**config.mk**
```make
export PLATFORM = sky130hd
export DESIGN_NAME = approx_resp_monitor
export DESIGN_NICKNAME = d
export VERILOG_FILES = /design/src/rtl/approx_resp_monitor.sv
export SDC_FILE = /design/constraint.sdc
export NUM_CORES = 1
export LEC_CHECK = 0
export ABC_AREA = 0
export CAP_MARGIN = 20
export CORE_ASPECT_RATIO = 1.4
export CORE_MARGIN = 10
export CORE_UTILIZATION = 35
export DETAILED_ROUTE_END_ITERATION = 6
export PLACE_DENSITY_LB_ADDON = 0.25
export SLEW_MARGIN = 20
export SYNTH_ARGS = -nofsm -noshare
export SYNTH_HDL_FRONTEND = slang
export SYNTH_SLANG_ARGS = --single-unit
```
**constraint.sdc**
```tcl
create_clock -name clk -period 2.7 [get_ports clk]
set_clock_uncertainty 0.15 [all_clocks]
set_input_delay 0.54 -clock clk [delete_from_list [all_inputs] [get_ports clk]]
set_output_delay 0.54 -clock clk [all_outputs]
set_load 0.05 [all_outputs]
```
**src/rtl/approx_resp_monitor.sv**
```systemverilog
// Approximate-circuit response monitor.
// Accumulates error metrics over one exhaustive 2^NI-vector run.
module approx_resp_monitor #(
    parameter int NI   = 7,
    parameter int NO   = 4,
    parameter int HD_W = NI + $clog2(NO + 1)
) (
    input  logic             clk,
    input  logic             rst_n,
    input  logic             start,
    input  logic             in_valid,
    output logic             in_ready,
    input  logic [NO-1:0]    po_exact,
    input  logic [NO-1:0]    po_apx,
    output logic             busy,
    output logic             done,
    output logic [NI:0]      vec_idx,
    output logic [NI:0]      err_count,
    output logic [HD_W-1:0]  hd_sum,
    output logic [NI+NO-1:0] abs_err_sum,
    output logic [NO-1:0]    max_abs_err
);

    localparam int HW = $clog2(NO + 1);
    localparam logic [NI:0] LAST_IDX = {1'b0, {NI{1'b1}}};

    typedef enum logic [1:0] {
        IDLE,
        RUN,
        DRAIN,
        DONE
    } state_t;

    state_t state, state_nxt;

    logic          accept;
    logic          last_acc;
    logic          clr;
    logic          drain_cnt;
    logic [NO-1:0] x_c;
    logic [HW-1:0] hd_c;
    logic [NO:0]   d_c;
    logic [NO:0]   mag_c;
    logic [NO-1:0] diff_c;

    logic          s1_vld;
    logic [NO-1:0] s1_diff;
    logic [HW-1:0] s1_hd;
    logic          s1_mis;

    assign accept   = in_valid & in_ready;
    assign last_acc = accept && (vec_idx == LAST_IDX);
    assign clr      = start && ((state == IDLE) || (state == DONE));
    assign busy     = (state == RUN) || (state == DRAIN);

    // Next-state logic: run until the final accept, then drain the pipeline
    always_comb begin
        state_nxt = state;
        unique case (state)
            IDLE:    if (start) state_nxt = RUN;
            RUN:     if (last_acc) state_nxt = DRAIN;
            DRAIN:   if (drain_cnt) state_nxt = DONE;
            DONE:    if (start) state_nxt = RUN;
            default: state_nxt = IDLE;
        endcase
    end

    // State register plus registered handshake/status flags
    always_ff @(posedge clk or negedge rst_n) begin
        if (!rst_n) begin
            state     <= IDLE;
            in_ready  <= 1'b0;
            done      <= 1'b0;
            drain_cnt <= 1'b0;
        end else begin
            state     <= state_nxt;
            in_ready  <= (state_nxt == RUN);
            done      <= (state_nxt == DONE);
            drain_cnt <= (state == DRAIN) ? ~drain_cnt : 1'b0;
        end
    end

    // Per-sample error terms: xor popcount and unsigned absolute difference
    always_comb begin
        x_c  = po_exact ^ po_apx;
        hd_c = '0;
        for (int i = 0; i < NO; i++) begin
            hd_c = hd_c + HW'(x_c[i]);
        end
        d_c    = {1'b0, po_exact} - {1'b0, po_apx};
        mag_c  = d_c[NO] ? (~d_c + 1'b1) : d_c;
        diff_c = mag_c[NO-1:0];
    end

    // Sample counter, cleared when a run starts
    always_ff @(posedge clk or negedge rst_n) begin
        if (!rst_n) begin
            vec_idx <= '0;
        end else if (clr) begin
            vec_idx <= '0;
        end else if (accept) begin
            vec_idx <= vec_idx + 1'b1;
        end
    end

    // Stage 1: register the error terms of each accepted sample
    always_ff @(posedge clk or negedge rst_n) begin
        if (!rst_n) begin
            s1_vld  <= 1'b0;
            s1_diff <= '0;
            s1_hd   <= '0;
            s1_mis  <= 1'b0;
        end else begin
            s1_vld <= accept;
            if (accept) begin
                s1_diff <= diff_c;
                s1_hd   <= hd_c;
                s1_mis  <= (x_c != '0);
            end
        end
    end

    // Stage 2: fold stage-1 terms into the run accumulators
    always_ff @(posedge clk or negedge rst_n) begin
        if (!rst_n) begin
            err_count   <= '0;
            hd_sum      <= '0;
            abs_err_sum <= '0;
            max_abs_err <= '0;
        end else if (clr) begin
            err_count   <= '0;
            hd_sum      <= '0;
            abs_err_sum <= '0;
            max_abs_err <= '0;
        end else if (s1_vld) begin
            err_count   <= err_count + (NI+1)'(s1_mis);
            hd_sum      <= hd_sum + HD_W'(s1_hd);
            abs_err_sum <= abs_err_sum + (NI+NO)'(s1_diff);
            if (s1_diff > max_abs_err) begin
                max_abs_err <= s1_diff;
            end
        end
    end

endmodule

```
# --- Yosys cells after proc, flatten, opt, wreduce, memory -nomap -nowiden ---
# Index checks and enable logic that the tools add are counted.
word_totals:
  regBits: 55
  in_bits: 12
  output_inout_bits: 44
  word_cells: 61
classes:
  n_addsub: 9
  n_lt_le_gt_ge: 1
  eq_ne: 6
  n_mux: 17
  bitwise: 4
  reduce_logical: 11
ops:
  columns: ["op", "n"]
  rows:
  - ["two-way mux 8 bit", 4]
  - ["two-way mux 11 bit", 2]
  - ["two-way mux 10 bit", 2]
  - ["two-way mux 4 bit", 4]
  - ["adder 11 x 4 -> 11 bit", 1]
  - ["adder 10 x 3 -> 10 bit", 1]
  - ["adder 8 x 1 -> 8 bit", 1]
  - ["adder 8 x 1 -> 8 bit (second input constant)", 1]
  - ["== test 8 x 7 -> 1 bit (second input constant)", 1]
  - ["== test 2 bit (second input constant)", 3]
  - ["two-way mux 2 bit", 3]
  - ["case mux 2 bit (3 select lines)", 1]
  - ["nonzero test 2 bit", 3]
  - ["subtractor 4 x 4 -> 5 bit", 1]
  - ["adder 4 x 1 -> 4 bit (second input constant)", 1]
  - ["== test 2 x 1 -> 1 bit (second input constant)", 2]
  - ["> comparator 4 bit", 1]
  - ["inverter 4 bit", 1]
  - ["nonzero test 4 bit", 1]
  - ["bitwise XOR 4 bit", 1]
  - ["adder 2 x 1 -> 3 bit", 1]
  - ["adder 3 x 1 -> 3 bit", 1]
  - ["adder 1 x 1 -> 2 bit", 1]
  - ["logical AND 1 bit", 2]
  - ["other kinds (7)", 8]

# --- Longest topological paths before layout ---
# Gate-level depths: netlist (run 1).
depth:
  word_depth: 5
  ltp_mapped: 8
  ltp_nobuf: 8

# --- Worst setup path before layout (run 1) ---
# No wires, ideal clock.
synth_timing:
  kind: "input to register"
  start: "in po_exact[0]"
  end: "reg s1_hd[1]"
  setup_time_ns: 0.117
  arrival_time_ns: 1.970
  required_ns: 2.433
  setup_slack_ns: 0.463
  stages: 8
  path_buffers: 0
  path_cell_list: "inv_1 -> ha_1 -> inv_1 -> fa_1 -> ha_1 -> ha_1 -> nand2_1 -> nand2_1"
synth_between:
  elab_chain_cells: 4
synth_rtl:
  columns: ["item", "line", "source"]
  rows:
  - ["start, declared", "13", "input logic [NO-1:0] po_exact,"]
  - ["bitwise XOR 4 bit", "85", "x_c = po_exact ^ po_apx;"]
  - ["adder 1 x 1 -> 2 bit", "88", "hd_c = hd_c + HW'(x_c[i]);"]
  - ["adder 2 x 1 -> 3 bit", "88", null]
  - ["adder 3 x 1 -> 3 bit", "88", null]
  - ["via hd_c[1]", "41", "logic [HW-1:0] hd_c;"]
  - ["end signal, assigned", "111", "s1_hd <= '0;"]
  - ["end signal, assigned", "117", "s1_hd <= hd_c;"]
  - ["end, declared", "48", "logic [HW-1:0] s1_hd;"]
# The timed path passes the listed nets, and every way through them passes these cells.
# A chain may end at the register's enable or synchronous reset.

# --- Final worst setup path (run 1) ---
# Ends and elaborated chain as after synthesis.

==> results.md, run 1 <==
- Via density: just under 5
- Final WL: about 6600 µm
- Worst-Margin Slew: 0.590 ns
- CP Max Fanout: 2
- Area delta synth->final: 29.9%
- First-pass iteration count of the detailed router: 4
- Adder-cell share of the synthesized area: 12.6%
- Vias in the first global route: about 2400
- RR Startpoint: s1_diff[0]
- Yosys cell types: 39
- # H-tree levels: 2
- Simple logic cell fraction of the synthesized area: between 10% and 20%
- Total placed cells including tap cells: ~470
- Startpoint types: input port
- Fin cells: roughly 480
- FMAX: slightly above 0.4 GHz
- Gpl congestion: ~0.83
- Post-synthesis compound-gate area fraction: around a tenth
- Max-slew headroom: 60.7%
- Sw Ratio: roughly 47%
- Worst setup startpoint: po_exact[0]
- I/O Pins: 56
- Commonest cells post-synth: dfrtp_1 (55), nor2_1 (37), nand2_1 (27)
- Worst min path class: in -> async
- R2r setup slk: about 0.59 ns
- Wire per inst: around 14 µm
- Final slew viol count: 0
- Outcome: completed
- Crit path capture: s1_hd[1]
- Clock share of power: between 10% and 20%
- Mapped Nets: between 300 and 400
- Final HPWL DP: approximately 5000 µm
- Fin. Hold Viols: 0
- Num CTS Buffers: 5
- Reg2reg end: abs_err_sum[10]
- Post-Synth XOR/XNOR Area: roughly 6.7%
- Ys flop type: dfrtp_1
- Gr ovfl total: 0
- Top-count cell post-synth: dfrtp_1
- Max IR drop VDD: about 0.45 mV
- Total Routing Usage GR: around a tenth
- Mean Syn Cell Area: slightly below 10 µm²
- P_sw: roughly 2.2 mW
- Largest area contributor in the netlist: dfrtp_1
- Mux share of post-synthesis cell area: under 10%
- EDFF count, synth: 0
- Iter 0 DRT Violations: around 70
- Layout cells sized above 1: about 7.5%
- Internal power: 2.46 mW
- # nets final: about 410
- Num Clock Sinks: 55
- Largest family of logic cells by synthesized area: simple AND/OR/NAND/NOR gates
- Top routing layer in use: met4
- Hold slack: just over 0.09 ns
- Synth Register Bits: 55
- Cts hold-fix bufs: 0
- Cells after Synth: 308
- Port Buffers: 55
- RSZ-0062 raised after global routing: false
- Post-synthesis sequential area ratio: a little under half
- Setup crit end kind: flip-flop
- Max_cap viols: 0
- Worst-skew pair later-pin latency: roughly 0.29 ns
- Final min period: approximately 2.4 ns
- Postcts setup bufs: 0
- First-pass GRT wire length: about 12000 µm
- Sequential power share: a little over 30%
- Row cnt: 40
- Antenna-violating nets left: 0
- Post-synthesis async set-or-reset flop share: 100%
- Final setup vio count: 0
- Root buf cell: clkbuf_16
- Final setup TNS: 0 ns
- Worst EP required: between 2 and 3 ns
- Met1 wire length: approximately 2800 µm
- Pin count of the biggest net entering global routing: 42
- Synthesized area: approximately 0.0030 mm²
- Cell Pwr Density: ~1200 mW/mm²
- Met3 WL post-DR: between 200 and 300 µm
- Synth top area share: a little under half
- Die X: about 99 µm
- Initial Util: a little over a third
- # diodes: 0
- Met2 wire length: 3380 µm
- Initial antenna violation count: 0
- Gate power share: 52.8%
- Period Utilization, post-route: between 80% and 90%
- CP arrival: about 2.4 ns
- Yosys warning count: 0
- Reg2reg path depth: 8
- Remaining DRCs: 0
- Synth area leaders: dfrtp_1 (45%), ha_1 (9.9%), nor2_1 (4.6%), xnor2_1 (4.3%), mux2i_1 (3.6%)
- CTS tree: done
- Core Area: around 0.0085 mm²
- Lkg Pwr: approximately 1.8 nW
- Worst-path clk slew: around 0.07 ns
- Critical path class: in -> reg
- Die area: about 0.013 mm²
- Die Ht: roughly 130 µm
- Clk buf depth: 2
- Via count: about 2300
==> cell families (layout without fill, tap and decap cells) <==
family / Yosys count / after routing
AO/OA/AOI/OAI: 51 / 51
multiplexers: 11 / 11
flip-flops: 55 / 55
buffers and inverters: 36 / 100
XOR/XNOR: 23 / 23
AND/OR/NAND/NOR: 104 / 104
adder cells (fa/ha/maj): 28 / 28
==> sequential cells by signal (all words and copies together) (netlist names) <==
signal,count
state,2
s1_vld,1
err_count,8
s1_mis,1
abs_err_sum,11
s1_hd,3
drain_cnt,1
in_ready,1
vec_idx,8
hd_sum,10
max_abs_err,4
done,1
s1_diff,4
==> what timing repair did <==
item | in CTS | in global routing
resized for setup | 0 | 1
endpoints found under the setup margin | 0 | 1
hold endpoints to repair | 0 | 0
==> metal layers <==
| layer | global-route usage [%] | up-vias |
|---|---|---|
| met5 | 0 | - |
| met4 | 4.06 | 0 |
| met3 | 2.43 | 6 |
| met2 | 18.6 | 40 |
| met1 | 12.5 | 1105 |
| li1 | - | 1170 |
==> worst min path at each step <==
stage	from	end	slack (ns)	cells past startpoint
final	rst_n	in_ready	0.09	1
after global placement	drain_cnt	drain_cnt	0.27	1
after detailed placement	drain_cnt	drain_cnt	0.27	1
after global routing	rst_n	in_ready	0.13	1
after floorplan	rst_n	abs_err_sum[0]	0.09	0
after CTS	rst_n	in_ready	0.12	1
==> per-stage QoR <==
step	setup slack, ns	cell area [µm²]	power (mW)	utilization (%)
CTS	0.0354	3930	4.71	46.2
finish	0.293	3930	4.63	46.2
global placement	0.00474	3750	3.88	44.1
detailed placement	-0.0393	3750	3.93	44.1
global route	0.136	3930	4.98	46.2
floorplan	0.463	3030	3.11	-
==> critical path, cell delays in order <==
cell and delay [ns]:
clkdlybuf4s50_1 0.45, inv_1 0.04, ha_1 0.29, inv_1 0.08, fa_1 0.48, ha_1 0.21
ha_1 0.26, nand2_1 0.06, nand2_1 0.05
==> power by group through the flow <==
stage	Clock [mW]	Combinational [mW]	Sequential (mW)
floorplan	0	0.992	2.12
global route	0.803	2.68	1.49
finish	0.751	2.45	1.43
global placement	0	2.44	1.44
CTS	0.776	2.49	1.44
detailed placement	0	2.48	1.46
==> final cells by class <==
cell class	count	area, µm²
inverter	27	101
clock buffer	6	139
timing repair buffer	65	636
tap	105	131
sequential	55	1380
fill	832	4580
clock inverter	2	35.0
multi-input combinational	217	1510
==> layout by cell type, fill, tap and decap left out, types with 2 or more instances in the layout <==
cell type        netlist  layout
clkdlybuf4s50_1        0      53
inv_1                 24      24
a21o_1                 2       2
and2_1                 2       2
xnor2_1               15      15
nor2b_1                4       4
a21oi_1               19      19
clkbuf_16              0       5
ha_1                  24      24
o21ai_0               14      14
buf_4                  0       9
fa_1                   4       4
nand4_1                8       8
a211oi_1               3       3
or3_1                 11      11
xor2_1                 8       8
nand2_1               27      27
a21boi_1               2       2
o21ai_1                2       2
dfrtp_1               55      55
nor2_1                37      37
nor3_1                 3       3
nand3_1                5       5
o211ai_1               2       2
mux2i_1               11      11
inv_2                  3       3
Note: power is estimated with default switching activity, not from simulation.
==> run 2: changes to the inputs <==
--- a/config.mk
+++ b/config.mk
@@ -11,6 +11,7 @@
 export CORE_MARGIN = 10
 export CORE_UTILIZATION = 35
 export DETAILED_ROUTE_END_ITERATION = 6
+export GPL_ROUTABILITY_DRIVEN = 0
 export PLACE_DENSITY_LB_ADDON = 0.25
 export SLEW_MARGIN = 20
 export SYNTH_ARGS = -nofsm -noshare
==> results of run 2 <==
Same layout as run 1: the final DEF is identical, and so are final timing and power.
==> run 3: changes to the inputs <==
--- a/config.mk
+++ b/config.mk
@@ -8,7 +8,7 @@
 export ABC_AREA = 0
 export CAP_MARGIN = 20
 export CORE_ASPECT_RATIO = 1.4
-export CORE_MARGIN = 10
+export CORE_MARGIN = 2
 export CORE_UTILIZATION = 35
 export DETAILED_ROUTE_END_ITERATION = 6
 export GPL_ROUTABILITY_DRIVEN = 0
==> results.md, run 3 (synthesis results as in run 1) <==
- CP arrival: 1.93 ns (-0.51 ns)
- Initial Util: 35.6% (unchanged)
- Via density: 4.93 (+1.3%)
- Worst EP required: 2.01 ns (-0.73 ns)
- Clock share of power: 16.1% (about the same)
- Antenna-violating nets left: 0 (unchanged)
- Sequential power share: 30.9% (about the same)
- Setup crit end kind: output port
- Cts hold-fix bufs: 0 (unchanged)
- Internal power: 2.48 mW (+0.64%)
- Layout cells sized above 1: 8.27% (+0.74 points)
- Max reg flops: 11 (unchanged)
- Via count: 2367 (+2.0%)
- Worst min path class: in -> async
- I/O Pins: 56 (unchanged)
- Final HPWL DP: 4540 µm (-10%)
- Pin count of the biggest net entering global routing: 56 (+33%)
- Vias in the first global route: 2349 (-0.51%)
- # diodes: 0 (unchanged)
- Root buf cell: clkbuf_16
- Num CTS Buffers: 5 (unchanged)
- Area delta synth->final: 30.1%
- Lkg Pwr: 1.76 nW (about the same)
- Final setup vio count: 0 (unchanged)
- Most frequent cells in the layout: dfrtp_1 (55), clkdlybuf4s50_1 (54), nor2_1 (37)
- # resized after CTS: 0 (unchanged)
- Die Ht: 114 µm (-12%)
- Worst-path clk slew: 0.07 ns (about the same)
- Initial antenna violation count: 0 (unchanged)
- Worst-Margin Slew: 0.696 ns (+0.107 ns)
- Total Routing Usage GR: 14.3% (+3.6 points)
- Cell Pwr Density: 1170 mW/mm² (-0.26%)
- Max-slew headroom: 53.6% (-7.1 points)
- Clk buf depth: 2 (unchanged)
- Period Utilization, post-route: 97.0% (+7.8 points)
- P_sw: 2.15 mW (-0.88%)
- Port Buffers: 55 (unchanged)
- Worst-skew pair later-pin latency: 0.29 ns (about the same)
- RSZ-0062 raised after global routing: false
- First-pass iteration count of the detailed router: 4 (unchanged)
- Commonest non-fill, non-tap cell in the layout: dfrtp_1
- Num Clock Sinks: 55 (unchanged)
- Post-Place Worst Slack: -0.0371 ns (+0.00217 ns)
- Sw Ratio: 46.4% (-0.38 points)
- Max IR drop VDD: 0.408 mV (-8.5%)
- Power Total: 4.63 mW (about the same)
- CP Max Fanout: 3 (+1)
- CTS tree: done
- Fillers: 833 (+0.12%)
- Core Area: 0.00851 mm² (unchanged)
- Row cnt: 40 (unchanged)
- Die X: 82.6 µm (-16%)
- Iter 0 DRT Violations: 137 (+99%)
- Critical path class: reg -> out
- Fin worst setup slack: 0.0813 ns (-0.211 ns)
- Outcome: completed
- Final slew viol count: 0 (unchanged)
- Final WL: 6030 µm (-8.3%)
- First-pass GRT wire length: 10600 µm (-7.7%)
- Startpoint types: flip-flop
- # H-tree levels: 2 (unchanged)
- Gr ovfl total: 0 (unchanged)
- # nets final: 414 (+0.73%)
- Remaining DRCs: 0 (unchanged)
- Die area: 0.00942 mm² (-27%)
- Fin. Hold Viols: 0 (unchanged)
- Wire per inst: 12.6 µm (-8.9%)
- Top reg by flops: abs_err_sum
- Gate power share: 53.0% (+0.2 points)
- FMAX: 0.382 GHz (-8.1%)
- Regs by FF count: abs_err_sum (11), hd_sum (10)
- Final min period: 2.62 ns (+0.211 ns)
- Max_cap viols: 0 (unchanged)
- Postcts setup bufs: 0 (unchanged)
[run 3: through the flow]
step / instances / cell area [µm²] / setup TNS, ns / utilization, % / hold WS, ns
2_1_floorplan: 308 / 3030 / 0 / - / 0.0944
3_3_place_gp: 472 / 3760 / 0 / 44.3 / 0.271
3_5_place_dp: 472 / 3760 / -0.0371 / 44.3 / 0.270
4_1_cts: 480 / 3940 / 0 / 46.3 / 0.247
5_1_grt: 480 / 3940 / 0 / 46.3 / 0.302
6_report: 480 / 3940 / 0 / 46.3 / 0.212
[run 3: layer usage]
layer	wire length (µm)	track usage (%)	share of wire (%)
met5	0	0	0
met4	92	5.03	1.5
met3	216	2.77	3.6
met2	3060	23.6	51
met1	2660	18.4	44
[run 3: power by group through the flow]
stage / Combinational, mW / Sequential, mW / Clock, mW
after floorplan: 0.992 / 2.12 / 0
after global placement: 2.44 / 1.44 / 0
after detailed placement: 2.47 / 1.45 / 0
after CTS: 2.48 / 1.44 / 0.767
after global routing: 2.68 / 1.48 / 0.794
final: 2.45 / 1.43 / 0.744
[run 3: area by class of cell]
type / instances / area [µm²] / share of cell area (%)
clock buffers: 6 / 139 / 3.53
clock inverters: 2 / 35.0 / 0.889
inverters: 27 / 101 / 2.57
multi-input cells: 217 / 1510 / 38.4
flip-flops and latches: 55 / 1380 / 34.9
well taps: 105 / 131 / 3.34
repair buffers: 68 / 643 / 16.3
[run 3: final timing paths]
kind | startpoint | end | slack, ns | depth (start not counted)
min | rst_n | in_ready | 0.21 | 2
max in group asynchronous | rst_n | err_count[6] | 1.71 | 2
max reg2reg | s1_diff[0] | abs_err_sum[10] | 0.65 | 8
max | state[0] | busy | 0.08 | 4
min in group clk | drain_cnt | drain_cnt | 0.28 | 1
min reg2reg | drain_cnt | drain_cnt | 0.28 | 1
[run 3: critical path: stages (launching register included)]
cell	delay, ns
dfrtp_1	0.37
inv_1	0.06
ha_1	0.32
inv_1	0.08
clkdlybuf4s50_1	0.80
